[src/rtl/bcd_convert_ctrl.sv]
// Sequential binary-to-BCD converter: repeated compare/subtract against 100, then 10.
// Start/Busy/Done handshake; the last result stays registered until the next one completes.
module bcd_convert_ctrl #(
    parameter int WIDTH = 8
) (
    input  logic             clk,
    input  logic             rst_n,
    input  logic             Start,
    input  logic [WIDTH-1:0] Bin,
    output logic             Busy,
    output logic             Done,
    output logic [3:0]       Hundreds,
    output logic [3:0]       Tens,
    output logic [3:0]       Ones
);

    typedef enum logic [1:0] {
        IDLE,
        SUB100,
        SUB10,
        DONE
    } state_t;

    state_t     state, state_next;
    logic [9:0] r, r_next;
    logic [3:0] hc, hc_next;
    logic [3:0] tc, tc_next;
    logic       load_digits;

    always_ff @(posedge clk or negedge rst_n) begin
        if (!rst_n) begin
            state <= IDLE;
            r     <= '0;
            hc    <= '0;
            tc    <= '0;
        end else begin
            state <= state_next;
            r     <= r_next;
            hc    <= hc_next;
            tc    <= tc_next;
        end
    end

    always_ff @(posedge clk or negedge rst_n) begin
        if (!rst_n) begin
            Hundreds <= '0;
            Tens     <= '0;
            Ones     <= '0;
        end else if (load_digits) begin
            Hundreds <= hc;
            Tens     <= tc;
            Ones     <= r[3:0];
        end
    end

    always_comb begin
        state_next  = state;
        r_next      = r;
        hc_next     = hc;
        tc_next     = tc;
        load_digits = 1'b0;
        case (state)
            IDLE: begin
                if (Start) begin
                    r_next     = 10'(Bin);
                    hc_next    = '0;
                    tc_next    = '0;
                    state_next = SUB100;
                end
            end
            SUB100: begin
                if (r >= 10'd100) begin
                    r_next  = r - 10'd100;
                    hc_next = hc + 4'd1;
                end else begin
                    state_next = SUB10;
                end
            end
            SUB10: begin
                if (r >= 10'd10) begin
                    r_next  = r - 10'd10;
                    tc_next = tc + 4'd1;
                end else begin
                    // Remainder is now below 10, so r[3:0] is the ones digit.
                    load_digits = 1'b1;
                    state_next  = DONE;
                end
            end
            DONE:    state_next = IDLE;
            default: state_next = IDLE;
        endcase
    end

    assign Busy = (state != IDLE);
    assign Done = (state == DONE);

endmodule

[config.mk]
export PLATFORM = sky130hd
export DESIGN_NAME = bcd_convert_ctrl
export DESIGN_NICKNAME = d
export VERILOG_FILES = /design/src/rtl/bcd_convert_ctrl.sv
export SDC_FILE = /design/constraint.sdc
export NUM_CORES = 1
export LEC_CHECK = 0
export ABC_CLOCK_PERIOD_IN_PS = 4850
export CAP_MARGIN = 30
export CORE_UTILIZATION = 40
export CTS_CLUSTER_DIAMETER = 150
export DETAILED_ROUTE_END_ITERATION = 10
export GPL_TIMING_DRIVEN = 0
export SYNTH_ARGS = -nofsm -noshare
export SYNTH_HDL_FRONTEND = slang
export SYNTH_SLANG_ARGS = --single-unit
[constraint.sdc]
create_clock -name clk -period 4.85 [get_ports clk]
set_input_delay 0.97 -clock clk [delete_from_list [all_inputs] [get_ports clk]]
set_output_delay 0.97 -clock clk [all_outputs]
set_load 0.02 [all_outputs]
==> run summary <==
The highest net fanout along the worst path came out at 10. The logic gate share of total power came out at 58.9%. The worst path arrival time is 2.02 ns. The number of buffers added by the clock tree synthesis step is 5.

For this run, the top clock speed supported by timing is 335.0 MHz. The layout net count came out at 265. The number of failing hold endpoints at the final stage is 0. The most common flop cell mapped by yosys is sky130_fd_sc_hd__dfrtp_1. Synthesis handed over a netlist of 213 instances. The cell sitting at the root of the clock tree is a sky130_fd_sc_hd__clkbuf_8. sky130_fd_sc_hd__dfrtp_1 is the most common cell in the netlist. In the synthesized netlist, the cells that appear most often are sky130_fd_sc_hd__dfrtp_1, sky130_fd_sc_hd__o21ai_0, sky130_fd_sc_hd__nor2_1. The critical path goes through inv_1 > ha_1 > clkbuf_1 > inv_1 > clkdlybuf4s50_1. Grouping stages by cell kind, the critical path spends the most delay in buffers and inverters. The clock net sink count came out at 32.

Once detailed placement completed, the half-perimeter wirelength came to 3.207 mm. After filler insertion, the fill cell instance count of the layout stands at 449. The count of buffer and inverter cells on the critical path came out at 4.

The analysis attributes to net switching a power of 814.6 uW. The part of the Yosys area used for sequential elements came out at 39.75%. For this configuration, the core starts out at a cell density of 42.09%. The sequential share of power is 25.8%. The biggest area contributor in the post-synthesis netlist is sky130_fd_sc_hd__dfrtp_1. The total number of H-tree levels came out at 2. The count of synthesis-stage warnings from yosys came out at 0. The global-route wire length before repair came out at 7.872 mm. The cell with the largest stage delay on the worst path is sky130_fd_sc_hd__clkdlybuf4s50_1.

The post-route non-filler standard cell count came out at 311. The largest single stage delay on the critical path is 0.56 ns. The initial antenna violation count came out at 0. For the worst-skew pair, the clock arrives at the later sink with an insertion delay of 0.29 ns. The area added between synthesis and finish is 21.61%. The run finished with clean final reports.

The max-slew violation count is 0. After clock tree synthesis, the clock-pin slew on the worst setup and hold paths is 0.07 ns. The post-CTS setup-driven buffer insertion count came out at 0. The region available for standard cell placement spans 4786 um2. The die span in x came out at 72.97 um. The number of vias in the routed layout came out at 1648.

After synthesis the netlist holds a flip-flop and latch count of 32. The number of gates resized after cts is 0. The number of distinct library cell variants in the gate-level netlist after synthesis came out at 44. The site row count came out at 25.

After routing the design area is 2450 um2. STA classifies the critical path startpoint as a register. The portion of total power attributed to the clock network came out at 15.4%. The boundary pin count is 25. Final hold analysis gives a worst-case slack of 0.4776 ns.

Summing all flip-flop and latch instances after layout gives 800.8 um2. The buffer levels on the longest clock path is 2. Of all flip-flops after synthesis, the portion carrying an async set or reset was 100.0%. The quantity of I/O buffers inserted on ports came out at 23. Of the total power, the share spent switching nets is 43.57%. Subtracting the final worst setup slack from the clock period gives 2.985 ns.

The ratio of final minimum period to clock period came out at 61.55%. Entering global routing, the biggest net connects 33 pins. The via count of the first global-routing pass came out at 1592. The number of antenna-violating nets in the routed design is 0. The largest vdd supply drop is 0.2423 mV.

In this run the vertical extent of the chip is 72.97 um. The tool flagged a number of max-cap violations equal to 0. By area the synthesized netlist is led by sky130_fd_sc_hd__dfrtp_1, sky130_fd_sc_hd__ha_1, sky130_fd_sc_hd__mux2_2, sky130_fd_sc_hd__o21ai_0, sky130_fd_sc_hd__nor2_1.

The kind of end point of the critical path is a primary output. Cell internal power was estimated by the tool at 1.055 mW. STA puts the critical path data required time at 3.88 ns.

The sum of negative setup slack is 0 ns. The number of iterations in the first detailed-routing pass came out at 4. The ratio of cells with drive above 1 in the final layout came out at 12.30%. Cells fill 51.19% of the core in the end.

The area share of the largest cell type after synthesis came out at 39.75%. The wire length per cell is 14.59 um. Measured against its own limit, the worst slew margin works out to 50.52%. The number of enable flip-flop cells after synthesis is 0. The final setup violation count is 0. The class of the most critical setup path is reg -> out.

In the final layout, the multi-input gates occupy 1081 um2. The ratio of total power to cell area is 763.2 nW/um2. TritonCTS built the clock tree.

The number of antenna diodes in the final layout is 0. The clock skew after layout is 0.005041 ns. The total of hold buffers inserted after clock tree synthesis is 0. The total congestion overflow is 0.

The die covers 5324 um2. The number of vias per cell after detailed routing came out at 5.299. The min-delay analysis places its worst path in the category reg -> reg. Setup repair after global routing left no endpoint under its margin.

The sum of routed wire length over all layers is 4.537 mm. The netlist area before placement came out at 2014 um2. After detailed placement, the design holds a cell count of 303.

The number of nets in the synthesized netlist is 235. The total leakage power came out at 1.091 nW. The first routing iteration left 74 violations. The number of DRC violations after detailed routing is 0. The measured slew at the worst slew-check pin is 0.7421 ns. The average size of a mapped cell is 9.457 um2. The cell area reported after detailed placement came out at 2323 um2. The final RePlAce weighted congestion came out at 0.9134. The total routing usage reported by global routing came out at 19.69%. By instance count, the cell type seen most on the critical path is sky130_fd_sc_hd__inv_1.
power groups by stage:
stage | logic, mW | registers [mW] | clock network, mW
after CTS | 1.10 | 0.481 | 0.293
after global routing | 1.24 | 0.499 | 0.308
after global placement | 1.09 | 0.483 | 0
after floorplan | 0.771 | 0.511 | 0
after detailed placement | 1.09 | 0.485 | 0
final | 1.10 | 0.482 | 0.287
worst reg2reg max path, stage by stage (launching register included):
cell and delay [ns]:
sky130_fd_sc_hd__dfrtp_1 0.47, sky130_fd_sc_hd__inv_1 0.13, sky130_fd_sc_hd__ha_1 0.26, sky130_fd_sc_hd__a2111oi_0 0.61, sky130_fd_sc_hd__nand3_1 0.18, sky130_fd_sc_hd__buf_2 0.25, sky130_fd_sc_hd__clkbuf_1 0.23, sky130_fd_sc_hd__a21oi_1 0.17
sky130_fd_sc_hd__a31oi_1 0.05
per-stage QoR:
step	power (mW)	setup slack, ns
3_5_place_dp	1.580	2.204
4_1_cts	1.873	1.864
6_report	1.870	1.865
2_1_floorplan	1.282	2.734
5_1_grt	2.048	1.746
3_3_place_gp	1.569	2.099
logic make-up after synthesis:
| family | synth area share (%) |
|---|---|
| multiplexers | 7.019 |
| flip-flops | 39.75 |
| adder cells (fa/ha/maj) | 6.832 |
| AND/OR/NAND/NOR | 14.53 |
| AO/OA/AOI/OAI | 21.37 |
| buffers and inverters | 6.584 |
| XOR/XNOR | 3.913 |
per-layer routing:
layer	vias to the layer above	track usage [%]	wire length, um
met1	777	27.60	2288
met2	34	29.08	2004
met3	6	5.249	182
li1	831	-	-
met4	0	7.190	61
met5	-	0	0
area by class of cell:
class	instances	share of cell area, %
Clock buffer	7	3.933
Clock inverter	1	1.226
Timing Repair Buffer	23	9.193
Tap cell	67	3.422
Buffer	15	3.728
Multi-Input combinational cell	155	44.13
Sequential cell	32	32.69
Inverter	11	1.685
layout by cell type, fill, tap and decap left out, types with 6 or more instances in the layout:
master                            instances
sky130_fd_sc_hd__o21ai_0                 20
sky130_fd_sc_hd__clkbuf_8                 7
sky130_fd_sc_hd__inv_1                   11
sky130_fd_sc_hd__clkbuf_1                 7
sky130_fd_sc_hd__mux2_2                   9
sky130_fd_sc_hd__dfrtp_1                 32
sky130_fd_sc_hd__nor2b_1                  6
sky130_fd_sc_hd__nor2_1                  17
sky130_fd_sc_hd__nand2_1                 16
sky130_fd_sc_hd__clkdlybuf4s50_1         22
sky130_fd_sc_hd__xor2_1                   6
sky130_fd_sc_hd__ha_1                    11
final timing paths:
kind                           from       to  slack, ns  cells after the start
min reg2reg                 Ones[2]  Ones[2]       0.48                      2
min                         Ones[2]  Ones[2]       0.48                      2
max                        state[1]     Busy       1.86                      5
min in group asynchronous     rst_n     r[6]       0.73                      1
max reg2reg                    r[2]     r[1]       2.37                      8
max in group asynchronous     rst_n  Tens[2]       3.63                      1
sequential cells by signal, summed over array words and instances, names as in the netlist:
name / flops
r: 10
Hundreds: 4
Ones: 4
Tens: 4
hc: 4
tc: 4
state: 2
(Power assumes the default switching activity.)
